**config.mk**
```make
export PLATFORM = sky130hd
export DESIGN_NAME = writeback_scheduler_flat
export DESIGN_NICKNAME = d
export VERILOG_FILES = /design/src/rtl/writeback_pkg.sv /design/src/rtl/writeback_scheduler_if.sv /design/src/rtl/writeback_scheduler_rr_arbiter.sv /design/src/rtl/writeback_scheduler.sv /design/src/flat_wrapper.sv
export SDC_FILE = /design/constraint.sdc
export NUM_CORES = 1
export LEC_CHECK = 0
export BUFFER_PORTS_ARGS = -buffer_cell sky130_fd_sc_hd__buf_2
export CAP_MARGIN = 0
export CORE_MARGIN = 1.5
export CORE_UTILIZATION = 40
export CTS_BUF_LIST = sky130_fd_sc_hd__clkbuf_8
export DETAILED_ROUTE_END_ITERATION = 8
export GPL_ROUTABILITY_DRIVEN = 1
export PLACE_DENSITY = 0.69
export SYNTH_ARGS = -nofsm -noshare
export SYNTH_HDL_FRONTEND = slang
export SYNTH_HIERARCHICAL = 1
export SYNTH_SLANG_ARGS = --single-unit
```
**constraint.sdc**
```tcl
create_clock -name clk -period 2.6 [get_ports clk]
set_input_delay 0.52 -clock clk [delete_from_list [all_inputs] [get_ports clk]]
set_output_delay 0.52 -clock clk [all_outputs]
set_load 0.01 [all_outputs]
```
**src/rtl/writeback_pkg.sv**
```systemverilog
`default_nettype none
// ============================================================================
//  Module      : writeback_pkg
//  Description : Shared widths, types and helpers for the writeback scheduler.
//  Revision    : 1.0 - initial release
// ============================================================================
package writeback_pkg;

    localparam int DATABITWIDTH    = 16;
    localparam int REGISTERCOUNT   = 16;
    localparam int REGADDRBITWIDTH = $clog2(REGISTERCOUNT);
    localparam int WBPORTS         = 3;
    localparam int RR_PTR_W        = $clog2(WBPORTS);

    typedef logic [REGADDRBITWIDTH-1:0] reg_addr_t;
    typedef logic [REGISTERCOUNT-1:0]   sb_vec_t;
    typedef logic [DATABITWIDTH-1:0]    data_t;

    function automatic sb_vec_t regDecode(input reg_addr_t addr);
        return sb_vec_t'(1) << addr;
    endfunction

endpackage
`default_nettype wire

```
**src/rtl/writeback_scheduler_if.sv**
```systemverilog
`default_nettype none
// ============================================================================
//  Module      : writeback_scheduler_if
//  Description : Issue, writeback-request and forwarding bundle.
//  Revision    : 1.0 - initial release
// ============================================================================
interface writeback_scheduler_if;
    import writeback_pkg::*;

    logic                                IssueValid;
    logic                                IssueLongLat;
    logic                                IssueDestEn;
    reg_addr_t                           IssueDestAddr;
    logic                                IssueReadAEn;
    reg_addr_t                           IssueReadAAddr;
    logic                                IssueReadBEn;
    reg_addr_t                           IssueReadBAddr;
    logic                                IssueStall;

    logic [WBPORTS-1:0]                  WbReqValid;
    logic [WBPORTS*REGADDRBITWIDTH-1:0]  WbReqAddr;
    logic [WBPORTS*DATABITWIDTH-1:0]     WbReqData;
    logic [WBPORTS-1:0]                  WbReqReady;

    logic                                Forward1Valid;
    reg_addr_t                           Forward1RegAddr;
    data_t                               Forward1Data;
    logic                                PendingAny;

    // Pipeline / execution units side
    modport master (
        output IssueValid, IssueLongLat, IssueDestEn, IssueDestAddr,
        output IssueReadAEn, IssueReadAAddr, IssueReadBEn, IssueReadBAddr,
        output WbReqValid, WbReqAddr, WbReqData,
        input  IssueStall, WbReqReady, Forward1Valid, Forward1RegAddr, Forward1Data, PendingAny
    );

    // Scheduler side
    modport slave (
        input  IssueValid, IssueLongLat, IssueDestEn, IssueDestAddr,
        input  IssueReadAEn, IssueReadAAddr, IssueReadBEn, IssueReadBAddr,
        input  WbReqValid, WbReqAddr, WbReqData,
        output IssueStall, WbReqReady, Forward1Valid, Forward1RegAddr, Forward1Data, PendingAny
    );

endinterface
`default_nettype wire

```
**src/rtl/writeback_scheduler_rr_arbiter.sv**
```systemverilog
`default_nettype none
// ============================================================================
//  Module      : rr_arbiter
//  Description : Round-robin one-hot arbiter; search starts at the pointer.
//  Revision    : 1.0 - initial release
// ============================================================================
module rr_arbiter #(
    parameter  int N     = 3,
    localparam int PTR_W = (N > 1) ? $clog2(N) : 1
) (
    input  logic             clk,
    input  logic             sync_rst_n,
    input  logic             clk_en,
    input  logic [N-1:0]     Req,
    output logic [N-1:0]     Grant,
    output logic [PTR_W-1:0] GrantIdx
);

    logic [PTR_W-1:0] r_ptr;
    logic [N-1:0]     w_mask;
    logic [N-1:0]     w_reqHi;
    logic             w_found;
    logic             w_active;

    // Requests at or above the pointer win; otherwise wrap to the lowest request.
    always_comb begin
        w_mask   = '0;
        GrantIdx = '0;
        w_found  = 1'b0;
        for (int k = 0; k < N; k++) begin
            w_mask[k] = (PTR_W'(k) >= r_ptr);
        end
        w_reqHi = Req & w_mask;
        for (int k = N - 1; k >= 0; k--) begin
            if (Req[k]) begin
                GrantIdx = PTR_W'(k);
                w_found  = 1'b1;
            end
        end
        for (int k = N - 1; k >= 0; k--) begin
            if (w_reqHi[k]) begin
                GrantIdx = PTR_W'(k);
            end
        end
        w_active = w_found && clk_en && sync_rst_n;
        Grant    = w_active ? (N'(1) << GrantIdx) : '0;
    end

    always_ff @(posedge clk) begin
        if (!sync_rst_n) begin
            r_ptr <= '0;
        end else if (w_active) begin
            r_ptr <= (GrantIdx == PTR_W'(N - 1)) ? '0 : GrantIdx + 1'b1;
        end
    end

endmodule
`default_nettype wire

```
**src/rtl/writeback_scheduler.sv**
```systemverilog
`default_nettype none
// ============================================================================
//  Module      : writeback_scheduler
//  Description : Shares the late-writeback path among long-latency units and
//                stalls issue on pending source/destination registers.
//  Revision    : 1.0 - initial release
// ============================================================================
module writeback_scheduler
    import writeback_pkg::*;
(
    input  logic                  clk,
    input  logic                  sync_rst_n,
    input  logic                  clk_en,
    writeback_scheduler_if.slave  bus
);

    logic [WBPORTS-1:0]  w_grant;
    logic [RR_PTR_W-1:0] w_grantIdx;
    logic                w_anyGrant;
    reg_addr_t           w_wbAddr;
    data_t               w_wbData;
    logic                w_stall;
    logic                w_issueAccept;
    sb_vec_t             w_setVec;
    sb_vec_t             w_clrVec;

    sb_vec_t             r_sb;
    logic                r_fwdValid;
    reg_addr_t           r_fwdAddr;
    data_t               r_fwdData;

    rr_arbiter #(
        .N (WBPORTS)
    ) u_arbiter (
        .clk        (clk),
        .sync_rst_n (sync_rst_n),
        .clk_en     (clk_en),
        .Req        (bus.WbReqValid),
        .Grant      (w_grant),
        .GrantIdx   (w_grantIdx)
    );

    assign w_anyGrant = |w_grant;

    always_comb begin
        w_wbAddr = '0;
        w_wbData = '0;
        for (int g = 0; g < WBPORTS; g++) begin
            if (w_grantIdx == RR_PTR_W'(g)) begin
                w_wbAddr = bus.WbReqAddr[g*REGADDRBITWIDTH +: REGADDRBITWIDTH];
                w_wbData = bus.WbReqData[g*DATABITWIDTH +: DATABITWIDTH];
            end
        end
    end

    // Stall uses the registered scoreboard only; a clear landing this edge is seen next cycle.
    assign w_stall = bus.IssueValid &&
                     ((bus.IssueReadAEn && r_sb[bus.IssueReadAAddr]) ||
                      (bus.IssueReadBEn && r_sb[bus.IssueReadBAddr]) ||
                      (bus.IssueDestEn  && r_sb[bus.IssueDestAddr]));

    assign w_issueAccept = bus.IssueValid && !w_stall && clk_en;
    assign w_setVec      = (w_issueAccept && bus.IssueLongLat && bus.IssueDestEn)
                           ? regDecode(bus.IssueDestAddr) : '0;
    assign w_clrVec      = w_anyGrant ? regDecode(w_wbAddr) : '0;

    always_ff @(posedge clk) begin
        if (!sync_rst_n) begin
            r_sb       <= '0;
            r_fwdValid <= 1'b0;
            r_fwdAddr  <= '0;
            r_fwdData  <= '0;
        end else if (clk_en) begin
            // Set wins over clear so a bad requester address cannot lose a pending write.
            r_sb       <= (r_sb & ~w_clrVec) | w_setVec;
            r_fwdValid <= w_anyGrant;
            if (w_anyGrant) begin
                r_fwdAddr <= w_wbAddr;
                r_fwdData <= w_wbData;
            end
        end
    end

    assign bus.IssueStall      = w_stall;
    assign bus.WbReqReady      = w_grant;
    assign bus.Forward1Valid   = r_fwdValid;
    assign bus.Forward1RegAddr = r_fwdAddr;
    assign bus.Forward1Data    = r_fwdData;
    assign bus.PendingAny      = |r_sb;

endmodule
`default_nettype wire
```
**src/flat_wrapper.sv**
```systemverilog
// flat-port wrapper written by rule: the top's interface ports become plain ports
module writeback_scheduler_flat import writeback_pkg::*;
  (clk, sync_rst_n, clk_en, bus_IssueValid, bus_IssueLongLat, bus_IssueDestEn, bus_IssueDestAddr, bus_IssueReadAEn, bus_IssueReadAAddr, bus_IssueReadBEn, bus_IssueReadBAddr, bus_WbReqValid, bus_WbReqAddr, bus_WbReqData, bus_IssueStall, bus_WbReqReady, bus_Forward1Valid, bus_Forward1RegAddr, bus_Forward1Data, bus_PendingAny);
  writeback_scheduler_if bus_i ();
  input  logic clk;
  input  logic sync_rst_n;
  input  logic clk_en;
  input wire logic [$bits(bus_i.IssueValid)-1:0] bus_IssueValid;
  input wire logic [$bits(bus_i.IssueLongLat)-1:0] bus_IssueLongLat;
  input wire logic [$bits(bus_i.IssueDestEn)-1:0] bus_IssueDestEn;
  input wire logic [$bits(bus_i.IssueDestAddr)-1:0] bus_IssueDestAddr;
  input wire logic [$bits(bus_i.IssueReadAEn)-1:0] bus_IssueReadAEn;
  input wire logic [$bits(bus_i.IssueReadAAddr)-1:0] bus_IssueReadAAddr;
  input wire logic [$bits(bus_i.IssueReadBEn)-1:0] bus_IssueReadBEn;
  input wire logic [$bits(bus_i.IssueReadBAddr)-1:0] bus_IssueReadBAddr;
  input wire logic [$bits(bus_i.WbReqValid)-1:0] bus_WbReqValid;
  input wire logic [$bits(bus_i.WbReqAddr)-1:0] bus_WbReqAddr;
  input wire logic [$bits(bus_i.WbReqData)-1:0] bus_WbReqData;
  output wire logic [$bits(bus_i.IssueStall)-1:0] bus_IssueStall;
  output wire logic [$bits(bus_i.WbReqReady)-1:0] bus_WbReqReady;
  output wire logic [$bits(bus_i.Forward1Valid)-1:0] bus_Forward1Valid;
  output wire logic [$bits(bus_i.Forward1RegAddr)-1:0] bus_Forward1RegAddr;
  output wire logic [$bits(bus_i.Forward1Data)-1:0] bus_Forward1Data;
  output wire logic [$bits(bus_i.PendingAny)-1:0] bus_PendingAny;
  assign bus_i.IssueValid = bus_IssueValid;
  assign bus_i.IssueLongLat = bus_IssueLongLat;
  assign bus_i.IssueDestEn = bus_IssueDestEn;
  assign bus_i.IssueDestAddr = bus_IssueDestAddr;
  assign bus_i.IssueReadAEn = bus_IssueReadAEn;
  assign bus_i.IssueReadAAddr = bus_IssueReadAAddr;
  assign bus_i.IssueReadBEn = bus_IssueReadBEn;
  assign bus_i.IssueReadBAddr = bus_IssueReadBAddr;
  assign bus_i.WbReqValid = bus_WbReqValid;
  assign bus_i.WbReqAddr = bus_WbReqAddr;
  assign bus_i.WbReqData = bus_WbReqData;
  assign bus_IssueStall = bus_i.IssueStall;
  assign bus_WbReqReady = bus_i.WbReqReady;
  assign bus_Forward1Valid = bus_i.Forward1Valid;
  assign bus_Forward1RegAddr = bus_i.Forward1RegAddr;
  assign bus_Forward1Data = bus_i.Forward1Data;
  assign bus_PendingAny = bus_i.PendingAny;
  writeback_scheduler u_core (.clk(clk), .sync_rst_n(sync_rst_n), .clk_en(clk_en), .bus(bus_i));
endmodule
```
==> flow_metrics.env, run 1 <==
export IMPL_overflow=0
export IMPL_syn_nets=356
export IMPL_synthCells=273
export IMPL_post_route_drc_count=0
export IMPL_design_core_area_um2=6030
export IMPL_setup_ws_ns=0.147
export IMPL_critPathRequiredTime_ns=2.08
export IMPL_yosysMostFrequentCell="dfxtp_1"
export IMPL_ios=109
export IMPL_maxCapViolations=0
export IMPL_fill_cells=586
export IMPL_grt_max_degree=31
export IMPL_slew_violations=0
export IMPL_holdBufCountCts=0
export IMPL_synth_area_leaders="dfxtp_1 (31%), mux2i_1 (12%), o211ai_1 (9.7%)"
export IMPL_ys_flop_type="dfxtp_1"
export IMPL_grt_pass1_wl_um=12500
export IMPL_drtPass1Iterations=4
export IMPL_setup_tns_ns=0
export IMPL_syn_avg_cell_area_um2=9.35
export IMPL_hp_class="reg -> reg"
export IMPL_fin_util_pct=55.0
export IMPL_grt_busiest_layer="met2"
export IMPL_clk_latency_ns=0.29
export IMPL_final_layout_size_suffix_gt1_share_pct=37.1
export IMPL_port_buffers=108
export IMPL_antenna_found_initial=0
export IMPL_postRouteAntennaNets=0
export IMPL_ys_seq_elements=39
export IMPL_vias=2663
export IMPL_syn_cell_area_um2=2550
export IMPL_status="finished, final reports clean"
export IMPL_initial_utilization_pct=42.4
export IMPL_power_leakage_nw=1.63
export IMPL_fin_skew_ns=0.00850
export IMPL_die_h_um=82.9
export IMPL_crit_path_frequent_cell="buf_2"
export IMPL_grt_pass1_vias=2628
export IMPL_crit_arrival_ns=1.93
export IMPL_syn2layout_area_growth_pct=29.8
export IMPL_die_area_um2=6870
export IMPL_use_met2_pct=35.3
export IMPL_ys_warn_count=6
export IMPL_period_share_pct=94.3
export IMPL_slew_headroom_pct=76.5
export IMPL_min_path_cells=1
export IMPL_final_nets=465
export IMPL_worst_slew_pin_slew_ns=0.349
export IMPL_cts_root_buffer="clkbuf_8"
export IMPL_finalWeightedCongestion=0.906
export IMPL_period_needed_ns=2.45
export IMPL_cts_tree="built"
export IMPL_fmax_mhz=408
export IMPL_use_met1_pct=26.9
export IMPL_regToRegStartpoint="u_core/u_arbiter/r_ptr[1]"
export IMPL_htree_num_levels=2
export IMPL_stdcell_count=458
export IMPL_row_count=28
export IMPL_multiInputGateArea_um2=1660
export IMPL_rsz0062_at_grt="no"
export IMPL_power_density_nw_per_um2=451
export IMPL_seqCellArea_um2=781
export IMPL_synth_top_area_cell="dfxtp_1"
export IMPL_dp_cells=450
export IMPL_grtUsageTotal_pct=21.7
export IMPL_clk_pin_slew_ns=0.08
export IMPL_routedWlPerCell_um=16.1
export IMPL_crit_fanout=6
export IMPL_synth_top_area_share_pct=30.6
export IMPL_cp_cell_sequence="buf_2 -> mux4_1 -> o2111ai_2 -> nand4_2 -> o21a_1 -> buf_2"
export IMPL_cp_startpoint="bus_IssueDestAddr[0]"
export IMPL_drtIter0Drc=93
export IMPL_ir_drop_v=0.000328
export IMPL_ys_types=47
export IMPL_ff2ff_path_depth=8
export IMPL_synth_common_cells="dfxtp_1 (39), o211ai_1 (33), mux2i_1 (31)"
export IMPL_r2r_end="u_core/r_sb[2]"
export IMPL_start_kind="input pin"
export IMPL_critPathSlowestCell="mux4_1"
export IMPL_wl_um=7370
export IMPL_clock_sinks=39
export IMPL_seq_area_frac_synth_pct=30.6
export IMPL_die_x_um=82.9
export IMPL_synth_edf_count=0
export IMPL_dp_hpwl_um=5720
export IMPL_place_ws_ns=0.111
export IMPL_synthArstFlopShare_pct=0
export IMPL_regToRegSetupSlack_ns=0.35
export IMPL_setup_violations=0
export IMPL_hold_viol=0
export IMPL_cts_buffer_depth=2
export IMPL_crit_path_end="bus_IssueStall"
export IMPL_slowest_delay_ns=0.59
export IMPL_diodes=0
export IMPL_critPathKind="in -> out"
export IMPL_avgViaCountPerCell=5.81
export IMPL_numCtsBuffers=5
export IMPL_use_met3_pct=6.26
export IMPL_end_kind="primary output"
-- repair_timing --
item                                    CTS  global route
hold endpoints to repair                  0             0
endpoints found under the setup margin    0             1
setup buffers                             0             0
resized for setup                         0             1
-- sequential cells by signal, indices dropped and copies added, names as in the netlist --
| name | count |
|---|---|
| u_core/bus.Forward1Data | 16 |
| u_core/bus.Forward1RegAddr | 4 |
| u_core/bus.Forward1Valid | 1 |
| u_core/r_sb | 16 |
| u_core/u_arbiter/r_ptr | 2 |
-- layout make-up --
type                    instances  area share, %
multi-input cells             210           50.2
flip-flops and latches         39           23.5
repair buffers                122           19.5
well taps                      75           2.83
clock buffers                   6           2.49
clock inverters                 2           1.06
inverters                       4          0.453
-- placed cells by master (no fill, tap or decap), types with 3 or more instances in the layout --
cell type / instances
nor2_1: 14
nand3b_1: 5
nand4_1: 3
dfxtp_1: 39
inv_1: 3
o211ai_1: 33
buf_2: 108
nor2b_1: 3
nand2_1: 27
nand2b_1: 4
clkbuf_8: 6
nor4_1: 4
nand3_1: 6
a22oi_1: 3
mux4_1: 4
o41ai_1: 16
or3_1: 4
mux2i_1: 31
o211a_1: 18
buf_4: 14
-- how the worst min path moves through the flow --
| stage | from | end | slack, ns |
|---|---|---|---|
| final | u_core/bus.Forward1Data[9] | u_core/bus.Forward1Data[9] | 0.50 |
| after global routing | u_core/bus.Forward1Data[1] | u_core/bus.Forward1Data[1] | 0.52 |
| after global placement | u_core/bus.Forward1Valid | u_core/bus.Forward1Valid | 0.47 |
| after detailed placement | u_core/bus.Forward1Valid | u_core/bus.Forward1Valid | 0.48 |
| after floorplan | u_core/u_arbiter/r_ptr[1] | u_core/u_arbiter/r_ptr[1] | 0.49 |
| after CTS | u_core/bus.Forward1Valid | u_core/bus.Forward1Valid | 0.49 |
-- critical path: cells and delay by family --
| family | cells | cell delay [ns] |
|---|---|---|
| mux | 1 | 0.59 |
| buf+inv | 2 | 0.28 |
| compound gates | 2 | 0.40 |
| simple gates | 1 | 0.14 |
-- metal layers --
metal  part of all wire [%]  vias to the layer above
met2                     47                      125
met3                    8.9                       20
met5                      0                        -
li1                       -                     1316
met4                    2.6                        0
met1                     41                     1202
-- through the flow --
step                area (um2)  power [mW]  hold slack (ns)
finish                    3320        1.50            0.497
detailed placement        3190       0.985            0.479
global placement          3190       0.980            0.475
global route              3320        1.58            0.518
CTS                       3310        1.51            0.492
floorplan                 2550       0.845            0.487
-- report_power, final --
part | internal, mW | switching [mW] | total (mW)
Clock | 0.311 | 0.213 | 0.523
Sequential | 0.621 | 0.0162 | 0.637
Combinational | 0.156 | 0.180 | 0.336
Total | 1.09 | 0.409 | 1.50
-- cell families after synthesis --
group | after synthesis | share of synthesized area (%)
compound gates | 94 | 30.5
buf+inv | 24 | 4.56
flops | 39 | 30.6
mux | 38 | 18.5
simple gates | 78 | 15.9
Power figures use the tool's default switching activity.
==> inputs of run 2 (changes only) <==
Settings changed: RECOVER_POWER set to 50.
==> flow_metrics.env, run 2 (synthesized netlist as in run 1, its figures left out) <==
export IMPL_clock_sinks=39
export IMPL_clk_latency_ns=0.29
export IMPL_dp_hpwl_um=5720
export IMPL_avgViaCountPerCell=5.83
export IMPL_status="finished, final reports clean"
export IMPL_final_cell_mix="buf_2 (83), dfxtp_1 (39), o211ai_1 (33), mux2i_1 (31), nand2_1 (27)"
export IMPL_ios=109
export IMPL_routedWlPerCell_um=16.0
export IMPL_hp_class="reg -> reg"
export IMPL_fmax_mhz=406
export IMPL_slew_headroom_pct=75.8
export IMPL_holdCritStartpoint="u_core/bus.Forward1Data[9]"
export IMPL_post_route_drc_count=0
export IMPL_die_area_um2=6870
export IMPL_numCtsBuffers=5
export IMPL_critPathRequiredTime_ns=2.08
export IMPL_mostFrequentLayoutCell="buf_2"
export IMPL_grt_pass1_wl_um=12500
export IMPL_wl_um=7330
export IMPL_finalWeightedCongestion=0.906
export IMPL_port_buffers=108
export IMPL_clk_pin_slew_ns=0.07
export IMPL_cts_buffer_depth=2
export IMPL_worst_slew_pin_slew_ns=0.360
export IMPL_ir_drop_v=0.000327
export IMPL_overflow=0
export IMPL_fin_skew_ns=0.00639
export IMPL_hold_viol=0
export IMPL_htree_num_levels=2
export IMPL_die_h_um=82.9
export IMPL_power_mw=1.49
export IMPL_rsz0062_at_grt="no"
export IMPL_cts_root_buffer="clkbuf_8"
export IMPL_p_switching_mw=0.410
export IMPL_crit_family="multiplexers"
export IMPL_slowest_delay_ns=0.60
export IMPL_drtPass1Iterations=4
export IMPL_final_layout_size_suffix_gt1_share_pct=30.0
export IMPL_antenna_found_initial=0
export IMPL_maxCapViolations=0
export IMPL_diodes=0
export IMPL_power_density_nw_per_um2=455
export IMPL_cp_startpoint="bus_IssueDestAddr[0]"
export IMPL_final_nets=465
export IMPL_crit_path_frequent_cell="buf_2"
export IMPL_hold_slack_ns=0.502
export IMPL_syn2layout_area_growth_pct=28.3
export IMPL_switching_share_pct=27.5
export IMPL_grtUsageTotal_pct=21.7
export IMPL_critPathKind="in -> out"
export IMPL_design_core_area_um2=6030
export IMPL_crit_arrival_ns=1.94
export IMPL_die_x_um=82.9
export IMPL_critPathBufInv=2
export IMPL_seqPwrFrac_pct=42.8
export IMPL_grt_pass1_vias=2628
export IMPL_cts_tree="built"
export IMPL_grt_max_degree=31
export IMPL_period_needed_ns=2.46
export IMPL_clock_power_share_pct=35.2
export IMPL_postRouteAntennaNets=0
export IMPL_start_kind="input pin"
export IMPL_p_int_mw=1.08
export IMPL_crit_fanout=6
export IMPL_setup_tns_ns=0
export IMPL_row_count=28
export IMPL_period_share_pct=94.7
export IMPL_drtIter0Drc=110
export IMPL_p_comb_share_pct=22.1
export IMPL_end_kind="primary output"
export IMPL_cp_cell_sequence="buf_2 -> mux4_1 -> o2111ai_2 -> nand4_2 -> o21a_1 -> buf_2"
export IMPL_initial_utilization_pct=42.4
export IMPL_setup_violations=0
export IMPL_slew_violations=0
export IMPL_cts_setup_buffers=0
export IMPL_power_leakage_nw=1.52
export IMPL_critPathSlowestCell="mux4_1"
export IMPL_regToRegStartpoint="u_core/u_arbiter/r_ptr[1]"
export IMPL_vias=2671
run 2: changes by cell type in the layout (fill, tap and decap cells not counted):
cell	change
buf_4	-1
clkbuf_1	+26
a21oi_2	-1
a21oi_1	+1
buf_2	-25
run 2: layout make-up:
class | count | area [um2]
multi-input combinational | 210 | 1660
fill | 603 | 2750
timing repair buffer | 122 | 611
sequential | 39 | 781
clock inverter | 2 | 35.0
tap | 75 | 93.8
inverter | 4 | 15.0
clock buffer | 6 | 82.6
run 2: path summary, 6_finish.rpt:
| path | to | slack [ns] | cells after the start |
|---|---|---|---|
| setup / recovery | bus_IssueStall | 0.14 | 6 |
| hold / removal | u_core/bus.Forward1Data[9] | 0.50 | 1 |
| setup reg to reg | u_core/r_sb[2] | 0.37 | 8 |
| hold reg to reg | u_core/bus.Forward1Data[9] | 0.50 | 1 |
run 2: metrics by stage:
step	worst slack [ns]	utilization (%)	instances	instance area [um2]
floorplan	0.0622	-	273	2550
global placement	0.174	53.0	450	3190
detailed placement	0.111	53.0	450	3190
CTS	0.0973	54.9	458	3310
global route	0.0553	54.4	458	3280
finish	0.137	54.4	458	3280
run 2: power by group through the flow:
| stage | combinational (mW) | clock, mW | sequential, mW |
|---|---|---|---|
| after global routing | 0.365 | 0.567 | 0.640 |
| after floorplan | 0.188 | 0 | 0.658 |
| after global placement | 0.330 | 0 | 0.650 |
| after detailed placement | 0.335 | 0 | 0.650 |
| final | 0.329 | 0.524 | 0.637 |
| after CTS | 0.337 | 0.539 | 0.637 |
run 2: routing by layer:
metal / track usage, % / wire length [um] / share of wire [%]
met1: 26.9 / 2960 / 40
met2: 35.3 / 3480 / 47
met3: 6.26 / 703 / 9.6
met4: 9.09 / 185 / 2.5
met5: 0 / 0 / 0
run 2: what timing repair did:
action                     CTS  global route
hold endpoints to repair     0             0
hold buffers                 0             0
gates resized for setup      0             1
setup endpoints to repair    0             1
==> inputs of run 3 (changes only) <==
Settings changed: MAX_ROUTING_LAYER set to met4, SLEW_MARGIN set to 10.
==> flow_metrics.env, run 3 (synthesized netlist as in run 1, its figures left out) <==
export IMPL_hold_slack_ns=0.502
export IMPL_final_nets=465
export IMPL_holdBufCountCts=0
export IMPL_status="finished, final reports clean"
export IMPL_avgViaCountPerCell=5.81
export IMPL_cp_startpoint="bus_IssueDestAddr[0]"
export IMPL_post_route_drc_count=0
export IMPL_power_density_nw_per_um2=455
export IMPL_stdcell_count=458
export IMPL_power_leakage_nw=1.52
export IMPL_antenna_found_initial=0
export IMPL_die_area_um2=6870
export IMPL_finalWeightedCongestion=0.922
export IMPL_crit_path_end="bus_IssueStall"
export IMPL_hp_class="reg -> reg"
export IMPL_ff2ff_path_depth=8
export IMPL_maxCapViolations=0
export IMPL_regToRegSetupSlack_ns=0.36
export IMPL_hold_viol=0
export IMPL_ir_drop_v=0.000328
export IMPL_crit_arrival_ns=1.94
export IMPL_initial_utilization_pct=42.4
export IMPL_syn2layout_area_growth_pct=28.3
export IMPL_drtIter0Drc=103
export IMPL_critPathKind="in -> out"
export IMPL_cts_buffer_depth=2
export IMPL_cts_tree="built"
export IMPL_dp_hpwl_um=5720
export IMPL_clk_latency_ns=0.29
export IMPL_htree_num_levels=2
export IMPL_period_share_pct=94.7
export IMPL_mostFrequentLayoutCell="buf_2"
export IMPL_dp_cells=450
export IMPL_fill_cells=603
export IMPL_slew_headroom_pct=75.8
export IMPL_numCtsBuffers=5
export IMPL_row_count=28
export IMPL_ios=109
export IMPL_grt_max_degree=31
export IMPL_diodes=0
export IMPL_wl_um=7360
export IMPL_setup_ws_ns=0.138
export IMPL_postRouteAntennaNets=0
export IMPL_grt_pass1_wl_um=12400
export IMPL_worst_slew_pin_slew_ns=0.360
export IMPL_cts_root_buffer="clkbuf_8"
export IMPL_rsz0062_at_grt="no"
export IMPL_final_layout_size_suffix_gt1_share_pct=30.0
export IMPL_cts_setup_buffers=0
export IMPL_drtPass1Iterations=4
export IMPL_clock_sinks=39
export IMPL_grtUsageTotal_pct=22.3
export IMPL_r2r_end="u_core/r_sb[1]"
export IMPL_die_h_um=82.9
export IMPL_clk_pin_slew_ns=0.08
export IMPL_start_kind="input pin"
export IMPL_setup_violations=0
export IMPL_die_x_um=82.9
export IMPL_end_kind="primary output"
export IMPL_place_ws_ns=0.111
export IMPL_overflow=0
export IMPL_design_core_area_um2=6030
export IMPL_fmax_mhz=406
export IMPL_vias=2660
export IMPL_slew_violations=0
export IMPL_setup_tns_ns=0
export IMPL_regToRegStartpoint="u_core/u_arbiter/r_ptr[1]"
export IMPL_grt_pass1_vias=2634
export IMPL_crit_fanout=6
export IMPL_period_needed_ns=2.46
export IMPL_routedWlPerCell_um=16.1
export IMPL_final_cell_mix="buf_2 (83), dfxtp_1 (39), o211ai_1 (33), mux2i_1 (31), nand2_1 (27)"
export IMPL_critPathRequiredTime_ns=2.08
export IMPL_port_buffers=108
export IMPL_fin_skew_ns=0.00731
-- run 3: worst max-delay path: stages --
cell	delay [ns]
buf_2	0.15
mux4_1	0.60
o2111ai_2	0.20
nand4_2	0.15
o21a_1	0.21
buf_2	0.13
-- run 3: how the worst min path moves through the flow --
stage | from | to | slack (ns) | depth (start not counted)
6_report | u_core/bus.Forward1Data[9] | u_core/bus.Forward1Data[9] | 0.50 | 1
3_3_place_gp | u_core/bus.Forward1Valid | u_core/bus.Forward1Valid | 0.47 | 2
3_5_place_dp | u_core/bus.Forward1Valid | u_core/bus.Forward1Valid | 0.48 | 2
2_1_floorplan | u_core/u_arbiter/r_ptr[1] | u_core/u_arbiter/r_ptr[1] | 0.49 | 2
4_1_cts | u_core/bus.Forward1Valid | u_core/bus.Forward1Valid | 0.49 | 2
5_1_grt | u_core/bus.Forward1Data[1] | u_core/bus.Forward1Data[1] | 0.52 | 1
-- run 3: power by group --
part	leakage (nW)	switching, mW	internal (mW)
combinational	1.14	0.180	0.149
clock	0.0612	0.214	0.311
sequential	0.317	0.0165	0.621
-- run 3: metal layers --
metal / track usage [%] / part of all wire, % / routed length [um]
met4: 9.09 / 2.8 / 208
met2: 35.3 / 47 / 3440
met1: 27.6 / 43 / 3140
met5: - / 0 / 0
met3: 4.87 / 7.7 / 563
-- run 3: timing repair --
action	in CTS	in global routing
endpoints found under the setup margin	0	1
endpoints found under the hold margin	0	0
gates resized for setup	0	1
-- run 3: cell type report --
class	instances	area, um2	area share [%]
multi-input combinational	210	1660	50.6
sequential	39	781	23.8
timing repair buffer	122	611	18.6
tap	75	93.8	2.86
clock buffer	6	82.6	2.52
clock inverter	2	35.0	1.07
inverter	4	15.0	0.458
-- run 3: through the flow --
stage	instance area, um2	total power [mW]	utilization [%]
finish	3280	1.49	54.4
global route	3280	1.57	54.4
CTS	3310	1.51	54.9
detailed placement	3190	0.985	53.0
global placement	3190	0.980	53.0
floorplan	2550	0.845	-
